$ cat config.mk
export PLATFORM = sky130hd
export DESIGN_NAME = vga_scan_ctrl
export DESIGN_NICKNAME = d
export VERILOG_FILES = /design/src/rtl/vga_scan_ctrl_pkg.sv /design/src/rtl/vga_sync_counter.sv /design/src/rtl/vga_scan_ctrl.sv
export SDC_FILE = /design/constraint.sdc
export NUM_CORES = 1
export LEC_CHECK = 0
export CAP_MARGIN = 20
export CORE_MARGIN = 4
export CORE_UTILIZATION = 38
export DETAILED_ROUTE_END_ITERATION = 10
export PLACE_DENSITY_LB_ADDON = 0.25
export SLEW_MARGIN = 20
export SYNTH_ARGS = -nofsm -noshare
export SYNTH_HDL_FRONTEND = slang
export SYNTH_SLANG_ARGS = --single-unit
$ cat constraint.sdc
create_clock -name clk_vga -period 1.75 [get_ports clk_vga]
set_clock_uncertainty 0.1 [all_clocks]
set_input_delay 0.35 -clock clk_vga [delete_from_list [all_inputs] [get_ports clk_vga]]
set_output_delay 0.35 -clock clk_vga [all_outputs]
set_load 0.02 [all_outputs]
$ cat src/rtl/vga_scan_ctrl_pkg.sv
// Shared display constants for the VGA scan path: default 640x480@60 timing,
// counter/address width and colour depth.
package vga_scan_ctrl_pkg;

  localparam int unsigned VGA_H_DISP  = 640;
  localparam int unsigned VGA_H_FRONT = 16;
  localparam int unsigned VGA_H_SYNC  = 96;
  localparam int unsigned VGA_H_BACK  = 48;
  localparam int unsigned VGA_V_DISP  = 480;
  localparam int unsigned VGA_V_FRONT = 10;
  localparam int unsigned VGA_V_SYNC  = 2;
  localparam int unsigned VGA_V_BACK  = 33;
  localparam int unsigned VGA_LAYERS  = 4;

  localparam int unsigned H_DISP_LEN      = 10;
  localparam int unsigned COLOR_RGB_DEPTH = 12;

  typedef logic [H_DISP_LEN-1:0] cnt_t;

  function automatic cnt_t to_cnt(input int unsigned val);
    return cnt_t'(val);
  endfunction

endpackage

$ cat src/rtl/vga_sync_counter.sv
// Horizontal/vertical scan counters with enable hold, plus raw (undelayed)
// active, hsync and vsync flags; all flags are forced inactive while en_i is low.
module vga_sync_counter
  import vga_scan_ctrl_pkg::*;
#(
  parameter int unsigned H_DISP  = VGA_H_DISP,
  parameter int unsigned H_FRONT = VGA_H_FRONT,
  parameter int unsigned H_SYNC  = VGA_H_SYNC,
  parameter int unsigned H_BACK  = VGA_H_BACK,
  parameter int unsigned V_DISP  = VGA_V_DISP,
  parameter int unsigned V_FRONT = VGA_V_FRONT,
  parameter int unsigned V_SYNC  = VGA_V_SYNC,
  parameter int unsigned V_BACK  = VGA_V_BACK
) (
  input  logic                  clk_vga,
  input  logic                  rst_n,
  input  logic                  en_i,
  output logic [H_DISP_LEN-1:0] h_cnt_o,
  output logic [H_DISP_LEN-1:0] v_cnt_o,
  output logic                  active_o,
  output logic                  hsync_o,
  output logic                  vsync_o
);

  localparam cnt_t H_ACT  = to_cnt(H_DISP);
  localparam cnt_t HS_BEG = to_cnt(H_DISP + H_FRONT);
  localparam cnt_t HS_END = to_cnt(H_DISP + H_FRONT + H_SYNC);
  localparam cnt_t H_LAST = to_cnt(H_DISP + H_FRONT + H_SYNC + H_BACK - 1);
  localparam cnt_t V_ACT  = to_cnt(V_DISP);
  localparam cnt_t VS_BEG = to_cnt(V_DISP + V_FRONT);
  localparam cnt_t VS_END = to_cnt(V_DISP + V_FRONT + V_SYNC);
  localparam cnt_t V_LAST = to_cnt(V_DISP + V_FRONT + V_SYNC + V_BACK - 1);

  cnt_t h_cnt_q, h_cnt_d;
  cnt_t v_cnt_q, v_cnt_d;

  always_comb begin
    h_cnt_d = h_cnt_q;
    v_cnt_d = v_cnt_q;
    if (!en_i) begin
      h_cnt_d = '0;
      v_cnt_d = '0;
    end else if (h_cnt_q == H_LAST) begin
      h_cnt_d = '0;
      v_cnt_d = (v_cnt_q == V_LAST) ? '0 : v_cnt_q + cnt_t'(1);
    end else begin
      h_cnt_d = h_cnt_q + cnt_t'(1);
    end
  end

  always_ff @(posedge clk_vga or negedge rst_n) begin
    if (!rst_n) begin
      h_cnt_q <= '0;
      v_cnt_q <= '0;
    end else begin
      h_cnt_q <= h_cnt_d;
      v_cnt_q <= v_cnt_d;
    end
  end

  assign h_cnt_o  = h_cnt_q;
  assign v_cnt_o  = v_cnt_q;
  assign active_o = en_i && (h_cnt_q < H_ACT) && (v_cnt_q < V_ACT);
  assign hsync_o  = !(en_i && (h_cnt_q >= HS_BEG) && (h_cnt_q < HS_END));
  assign vsync_o  = !(en_i && (v_cnt_q >= VS_BEG) && (v_cnt_q < VS_END));

endmodule

$ cat src/rtl/vga_scan_ctrl.sv
// VGA scan controller: issues pixel requests to the sprite layers, composites
// their replies over the background and drives the pins two cycles after the request.
module vga_scan_ctrl
  import vga_scan_ctrl_pkg::*;
#(
  parameter int unsigned H_DISP  = VGA_H_DISP,
  parameter int unsigned H_FRONT = VGA_H_FRONT,
  parameter int unsigned H_SYNC  = VGA_H_SYNC,
  parameter int unsigned H_BACK  = VGA_H_BACK,
  parameter int unsigned V_DISP  = VGA_V_DISP,
  parameter int unsigned V_FRONT = VGA_V_FRONT,
  parameter int unsigned V_SYNC  = VGA_V_SYNC,
  parameter int unsigned V_BACK  = VGA_V_BACK,
  parameter int unsigned LAYERS  = VGA_LAYERS,
  parameter int unsigned RGB_W   = COLOR_RGB_DEPTH
) (
  input  logic                    clk_vga,
  input  logic                    rst_n,
  input  logic                    en_i,
  input  logic [LAYERS-1:0]       layer_alpha_i,
  input  logic [LAYERS*RGB_W-1:0] layer_rgb_i,
  input  logic [RGB_W-1:0]        bg_rgb_i,
  output logic [H_DISP_LEN-1:0]   req_x_addr_o,
  output logic [H_DISP_LEN-1:0]   req_y_addr_o,
  output logic                    v_sync_o,
  output logic                    h_sync_o,
  output logic                    vga_v_sync_o,
  output logic [RGB_W-1:0]        vga_rgb_o,
  output logic                    frame_start_o
);

  cnt_t h_cnt, v_cnt;
  logic active, hsync, vsync;

  vga_sync_counter #(
    .H_DISP (H_DISP),  .H_FRONT(H_FRONT), .H_SYNC(H_SYNC), .H_BACK(H_BACK),
    .V_DISP (V_DISP),  .V_FRONT(V_FRONT), .V_SYNC(V_SYNC), .V_BACK(V_BACK)
  ) u_cnt (
    .clk_vga (clk_vga),
    .rst_n   (rst_n),
    .en_i    (en_i),
    .h_cnt_o (h_cnt),
    .v_cnt_o (v_cnt),
    .active_o(active),
    .hsync_o (hsync),
    .vsync_o (vsync)
  );

  // All-ones outside the active area so no sprite matches and BRAMs hold.
  assign req_x_addr_o  = active ? h_cnt : '1;
  assign req_y_addr_o  = active ? v_cnt : '1;
  assign v_sync_o      = vsync;
  assign frame_start_o = en_i && (h_cnt == '0) && (v_cnt == '0);

  logic             act_q, act_d;
  logic [1:0]       hs_q, hs_d;
  logic [1:0]       vs_q, vs_d;
  logic [RGB_W-1:0] rgb_q, rgb_d;

  // Walk from lowest priority up so the lowest-index opaque layer wins.
  always_comb begin
    act_d = active;
    hs_d  = {hs_q[0], hsync};
    vs_d  = {vs_q[0], vsync};
    rgb_d = bg_rgb_i;
    for (int k = LAYERS - 1; k >= 0; k--) begin
      if (layer_alpha_i[k]) rgb_d = layer_rgb_i[k*RGB_W +: RGB_W];
    end
    if (!act_q) rgb_d = '0;
  end

  always_ff @(posedge clk_vga or negedge rst_n) begin
    if (!rst_n) begin
      act_q <= 1'b0;
      hs_q  <= 2'b11;
      vs_q  <= 2'b11;
      rgb_q <= '0;
    end else begin
      act_q <= act_d;
      hs_q  <= hs_d;
      vs_q  <= vs_d;
      rgb_q <= rgb_d;
    end
  end

  assign h_sync_o     = hs_q[1];
  assign vga_v_sync_o = vs_q[1];
  assign vga_rgb_o    = rgb_q;

endmodule

==> results of run 1 <==
==> area by class of cell <==
cell class                 instances  area share (%)
clock buffer                       7           1.980
clock inverter                     1          0.6889
inverter                           8          0.6889
multi-input combinational        191           34.70
sequential                        37           21.38
tap                               72           2.067
timing repair buffer             172           38.49
==> power groups by stage <==
| stage | clock network (mW) | logic (mW) | registers (mW) |
|---|---|---|---|
| after global routing | 0.816 | 1.04 | 0.936 |
| final | 0.772 | 0.989 | 0.929 |
| after floorplan | 0 | 0.312 | 0.973 |
| after global placement | 0 | 0.775 | 0.938 |
| after detailed placement | 0 | 0.792 | 0.939 |
| after CTS | 0.777 | 0.908 | 0.924 |
==> critical path, stage by stage (launching register included) <==
cell and delay, ns:
dfrtp_1 0.39, nand4_1 0.18, or4b_1 0.50, or3_4 0.37, buf_6 0.15
==> cells in the mapped netlist (all sizes together) (3+ instances only) <==
cell type  count
a21oi         12
and3           3
buf            8
clkbuf         9
dfrtp         33
dfstp          4
ha             4
inv            8
mux2i         24
nand2         22
nand2b         9
nand3         16
nand4          6
nor2          10
nor3           5
nor4           3
o211ai         4
o21ai         27
o31ai          4
or2           14
or4            3
xnor2          5
xor2           3
==> how the worst max path moves through the flow <==
| stage | from | end | slack, ns | depth (start not counted) |
|---|---|---|---|---|
| floorplan | u_cnt.v_cnt_o[5] | v_sync_o | -0.13 | 3 |
| global route | u_cnt.h_cnt_o[1] | frame_start_o | -0.62 | 6 |
| CTS | u_cnt.v_cnt_o[9] | v_sync_o | -0.55 | 4 |
| global placement | en_i | v_sync_o | -0.96 | 5 |
| detailed placement | en_i | v_sync_o | -0.96 | 5 |
| finish | u_cnt.v_cnt_o[7] | v_sync_o | -0.57 | 4 |
==> metrics by stage <==
stage	cells	utilization (%)	setup slack (ns)	power [mW]
after floorplan	250	-	-0.1268	1.286
after global placement	448	65.51	-0.9601	1.713
after detailed placement	448	65.51	-0.9617	1.731
after CTS	478	74.12	-0.5512	2.610
after global routing	488	77.73	-0.6230	2.794
final	488	77.73	-0.5728	2.690
==> sequential cells by signal, indices dropped and copies added (netlist names) <==
signal / cells
vga_rgb_o: 12
u_cnt.h_cnt_o: 10
hs_q: 2
act_q: 1
vs_q: 2
u_cnt.v_cnt_o: 10
==> timing repair <==
| action | 4_1_cts | 5_1_grt |
|---|---|---|
| hold buffers | 1 | 0 |
| setup endpoints to repair | 35 | 30 |
| resized for setup | 171 | 30 |
| gates cloned | 3 | 0 |
| setup buffers | 19 | 13 |
| pin swaps | 12 | 13 |
| endpoints found under the hold margin | 14 | 0 |
==> kinds of logic (layout without fill, tap and decap cells) <==
logic type / after synthesis / count (layout) / synth area share (%)
AND/OR/NAND/NOR: 101 / 104 / 25.20
AO/OA/AOI/OAI: 51 / 51 / 12.79
flip-flops: 37 / 37 / 41.38
buffers and inverters: 25 / 188 / 4.616
multiplexers: 24 / 24 / 10.68
XOR/XNOR: 8 / 8 / 3.115
adder cells (fa/ha/maj): 4 / 4 / 2.225
==> per-layer routing <==
| layer | vias up | routed length (um) |
|---|---|---|
| met2 | 110 | 5328 |
| met5 | - | 0 |
| met4 | 0 | 533 |
| met1 | 1316 | 3455 |
| met3 | 44 | 471 |
| li1 | 1224 | - |
==> flow_metrics.env, run 1 <==
export IMPL_core_area_um2=5608
export IMPL_slew_headroom_pct=59.70
export IMPL_synth_cells=250
export IMPL_ys_ff_latch=37
export IMPL_io_buffers=102
export IMPL_busiest_layer="met2"
export IMPL_r2r_start="u_cnt.v_cnt_o[7]"
export IMPL_worstRegToRegCells=9
export IMPL_multi_input_area_um2=1513
export IMPL_yosysUniqueCellTypes=41
export IMPL_vias_per_cell=5.520
export IMPL_rsz0062_at_grt="yes"
export IMPL_period_needed_ns=2.323
export IMPL_period_share_pct=132.7
export IMPL_mostFrequentLayoutCells="76 x clkdlybuf4s50_1, 49 x buf_4, 38 x buf_6"
export IMPL_cts_made_buffers=5
export IMPL_cts_tree="built"
export IMPL_grt_met3_usage_pct=4.078
export IMPL_stdcell_area_um2=4359
export IMPL_cts_htree_levels=2
export IMPL_die_w_um=84.94
export IMPL_switching_power_mw=0.7685
export IMPL_crit_required_ns=1.30
export IMPL_vdd_drop_max_uv=464.8
export IMPL_hold_depth=0
export IMPL_clkTransAtPathRegs_ns=0.08
export IMPL_clk_path_buf_depth=2
export IMPL_num_nets_final=486
export IMPL_ff2ff_setup_slack_ns=-0.52
export IMPL_worstMarginPinSlew_ns=0.6039
export IMPL_place_gp_congestion=0.7966
export IMPL_hpwl_um=5704
export IMPL_ys_flop_type="dfrtp_1"
export IMPL_finalSetupViolCount=27
export IMPL_power_leakage_nw=2.034
export IMPL_io_pins=103
export IMPL_synth_seq_area_share_pct=41.38
export IMPL_outcome="finished with violations"
export IMPL_critPathLaunchType="flip-flop"
export IMPL_first_pass_iters=4
export IMPL_drive_above_1_share_pct=37.02
export IMPL_rows=27
export IMPL_min_path_type="flip-flop to flip-flop"
export IMPL_switching_share_pct=28.56
export IMPL_synth_area_top_cells="dfrtp_1 37%, mux2i_1 11%, o21ai_0 5.8%"
export IMPL_critical_path_max_fanout=2
export IMPL_cts_root_buf="clkbuf_8"
export IMPL_synth_edf_count=0
export IMPL_die_y_um=84.94
export IMPL_violations="setup timing"
export IMPL_grt_max_degree=25
export IMPL_wl_per_cell_um=20.06
export IMPL_grt_pass1_vias=2746
export IMPL_ant_nets=0
export IMPL_yosysTopAreaCell="dfrtp_1"
export IMPL_power_frac_clock_pct=28.7
export IMPL_async_flop_share_pct=100.0
export IMPL_finalHoldViolCount=0
export IMPL_slew_violations=0
export IMPL_syn_area_um2=2250
export IMPL_synth_nets=321
export IMPL_diodes=0
export IMPL_grtUsageMet1_pct=26.55
export IMPL_grtUsageTotal_pct=24.93
export IMPL_routed_wl_um=9789
export IMPL_p_per_area_nw_per_um2=617.2
export IMPL_hold_end="hs_q[1]"
export IMPL_drc_errors=0
export IMPL_synth_warnings=0
export IMPL_cts_sinks=37
export IMPL_min_from="hs_q[0]"
export IMPL_area_growth_pct=93.77
export IMPL_reg2reg_to="vs_q[0]"
export IMPL_crit_type="flip-flop to primary output"
export IMPL_antenna_found_initial=0
export IMPL_overflow=0
export IMPL_fin_hold_ws_ns=0.2576
export IMPL_placed_area_um2=3674
export IMPL_drt_iter0_drc=156
export IMPL_worst_slack_ns=-0.5728
export IMPL_grt_pass1_wl_um=13990
export IMPL_die_area_um2=7215
export IMPL_grtUsageMet2_pct=47.32
export IMPL_initial_core_util_pct=40.12
export IMPL_max_freq_ghz=0.4305
export IMPL_clk_latency_ns=0.29
export IMPL_regArea_um2=932.1
export IMPL_num_fill_cells=370
export IMPL_synth_top_area_share_pct=36.71
export IMPL_internal_power_mw=1.922
export IMPL_final_common_cell="clkdlybuf4s50_1"
export IMPL_tns_ns=-9.826
export IMPL_p_comb_share_pct=36.8
export IMPL_end_kind="primary output"
export IMPL_arrival_ns=1.87
export IMPL_p_seq_share_pct=34.5
export IMPL_cap_violations=0
export IMPL_vias=2694
export IMPL_syn_area_per_cell_um2=8.999
(Power assumes the default switching activity.)
==> run 2: changes to the inputs <==
clock period = 2.1 ns   (was 1.75 ns; I/O delays follow)
==> run 2 against run 1 <==
The flow still finishes with violations (setup timing). Setup slack gained 0.29 ns. Non-clock buffer count fell by 14. Die area stayed put. Final cell count is 3.5% lower. Register-to-register slack gained 0.65 ns. Flip-flop and latch count unchanged. Global-route usage decreased by 4.3 points. Critical path depth unchanged. Critical path type unchanged. Largest cell class unchanged.
==> flow_metrics.env, run 2 (same netlist as run 1, synthesis figures left out) <==
export IMPL_finalHoldViolCount=0
export IMPL_worstMarginPinSlew_ns=0.4697
export IMPL_overflow=0
export IMPL_ant_nets=0
export IMPL_slew_headroom_pct=68.69
export IMPL_diodes=0
export IMPL_area_growth_pct=76.81
export IMPL_grt_max_degree=38
export IMPL_worstRegToRegCells=6
export IMPL_place_inst=450
export IMPL_regArea_um2=930.9
export IMPL_violations="setup timing"
export IMPL_end_kind="primary output"
export IMPL_die_y_um=84.94
export IMPL_vias_per_cell=5.015
export IMPL_outcome="finished with violations"
export IMPL_drt_iter0_drc=136
export IMPL_hpwl_um=5601
export IMPL_die_area_um2=7215
export IMPL_max_stage_delay_ns=0.53
export IMPL_die_w_um=84.94
export IMPL_rows=27
export IMPL_final_common_cell="clkdlybuf4s50_1"
export IMPL_clk_path_buf_depth=2
export IMPL_num_nets_final=469
export IMPL_critical_path_max_fanout=2
export IMPL_max_freq_ghz=0.4206
export IMPL_crit_required_ns=1.58
export IMPL_wl_per_cell_um=15.96
export IMPL_crit_type="flip-flop to primary output"
export IMPL_period_needed_ns=2.378
export IMPL_grt_pass1_wl_um=11830
export IMPL_post_place_ws_ns=-0.7587
export IMPL_drive_above_1_share_pct=29.57
export IMPL_first_pass_iters=4
export IMPL_cts_tree="built"
export IMPL_rsz0062_at_grt="yes"
export IMPL_fin_cells=471
export IMPL_cap_violations=0
export IMPL_finalSetupViolCount=21
export IMPL_num_fill_cells=428
export IMPL_slew_violations=0
export IMPL_clkTransAtPathRegs_ns=0.07
export IMPL_core_area_um2=5608
export IMPL_worst_slack_ns=-0.2778
export IMPL_mostFrequentLayoutCells="78 x clkdlybuf4s50_1, 46 x buf_4, 33 x dfrtp_1"
export IMPL_period_share_pct=113.2
export IMPL_routed_wl_um=7517
export IMPL_arrival_ns=1.86
export IMPL_io_buffers=102
export IMPL_cts_hold_buffers=0
export IMPL_drc_errors=0
export IMPL_power_leakage_nw=1.847
export IMPL_cts_made_buffers=5
export IMPL_place_gp_congestion=0.8348
export IMPL_min_path_type="input port to asynchronous set/reset pin"
export IMPL_cts_sinks=37
export IMPL_vdd_drop_max_uv=392.6
export IMPL_largest_register_ffs=12
export IMPL_io_pins=103
export IMPL_finalPower_mw=2.079
export IMPL_vias=2362
export IMPL_p_per_area_nw_per_um2=522.6
export IMPL_cp_cell_sequence="nand4_1 -> or4b_1 -> or3_4 -> buf_6"
export IMPL_grtUsageTotal_pct=20.62
export IMPL_cts_root_buf="clkbuf_8"
export IMPL_initial_core_util_pct=40.12
export IMPL_slowest_stage="or4b_1"
export IMPL_grt_pass1_vias=2407
export IMPL_cts_htree_levels=2
export IMPL_critPathLaunchType="flip-flop"
export IMPL_antenna_found_initial=0
export IMPL_multi_input_area_um2=1316
export IMPL_clk_latency_ns=0.29
[run 2: per-layer routing]
metal	global-route usage [%]	vias to the layer above	wire length, um
met5	0	-	0
met3	3.107	19	213
met1	24.50	1111	3006
met2	37.43	49	4083
li1	-	1183	-
met4	7.338	0	213
[run 2: path summary, 6_finish.rpt]
kind	startpoint	end	slack [ns]
worst min-delay path	rst_n	vga_rgb_o[3]	0.06
worst min register to register	vs_q[0]	vs_q[1]	0.26
min in group clk_vga	vs_q[0]	vs_q[1]	0.26
worst max-delay path	u_cnt.v_cnt_o[7]	v_sync_o	-0.28
max in group asynchronous	rst_n	vs_q[0]	1.49
worst max register to register	u_cnt.h_cnt_o[0]	u_cnt.v_cnt_o[9]	0.13
[run 2: stage by stage]
step	instance area, um2	utilization (%)	setup TNS, ns	hold WS [ns]
after global routing	3978	70.93	-5.013	0.1107
final	3978	70.93	-3.925	0.06389
after detailed placement	3623	64.61	-14.57	0.2472
after CTS	3915	69.81	-4.164	0.07646
after floorplan	2256	-	0	0.02441
after global placement	3623	64.61	-14.16	0.2460
[run 2: area by class of cell]
type                            instances  area share (%)
Timing Repair Buffer                  158           37.94
Multi-Input combinational cell        188           33.09
Sequential cell                        37           23.40
Clock buffer                            7           2.422
Tap cell                               72           2.265
Inverter                                8          0.7550
Clock inverter                          1          0.1258
[run 2: critical path, delay by kind of cell (launching register included)]
| family | cells | cell delay, ns |
|---|---|---|
| flip-flops | 1 | 0.38 |
| buffers and inverters | 1 | 0.14 |
| AND/OR/NAND/NOR | 3 | 1.05 |
[run 2: what timing repair did]
| action | in CTS | in global routing |
|---|---|---|
| pin swaps | 1 | 2 |
| endpoints found under the setup margin | 22 | 21 |
| gates resized for setup | 154 | 14 |
| setup buffers | 11 | 2 |
| gates cloned | 1 | 0 |
| hold endpoints to repair | 0 | 0 |
[run 2: power by group]
group / switching [mW] / total [mW] / internal (mW)
Combinational: 0.322 / 0.762 / 0.439
Sequential: 0.0203 / 0.770 / 0.750
Clock: 0.250 / 0.547 / 0.297
Total: 0.593 / 2.08 / 1.49
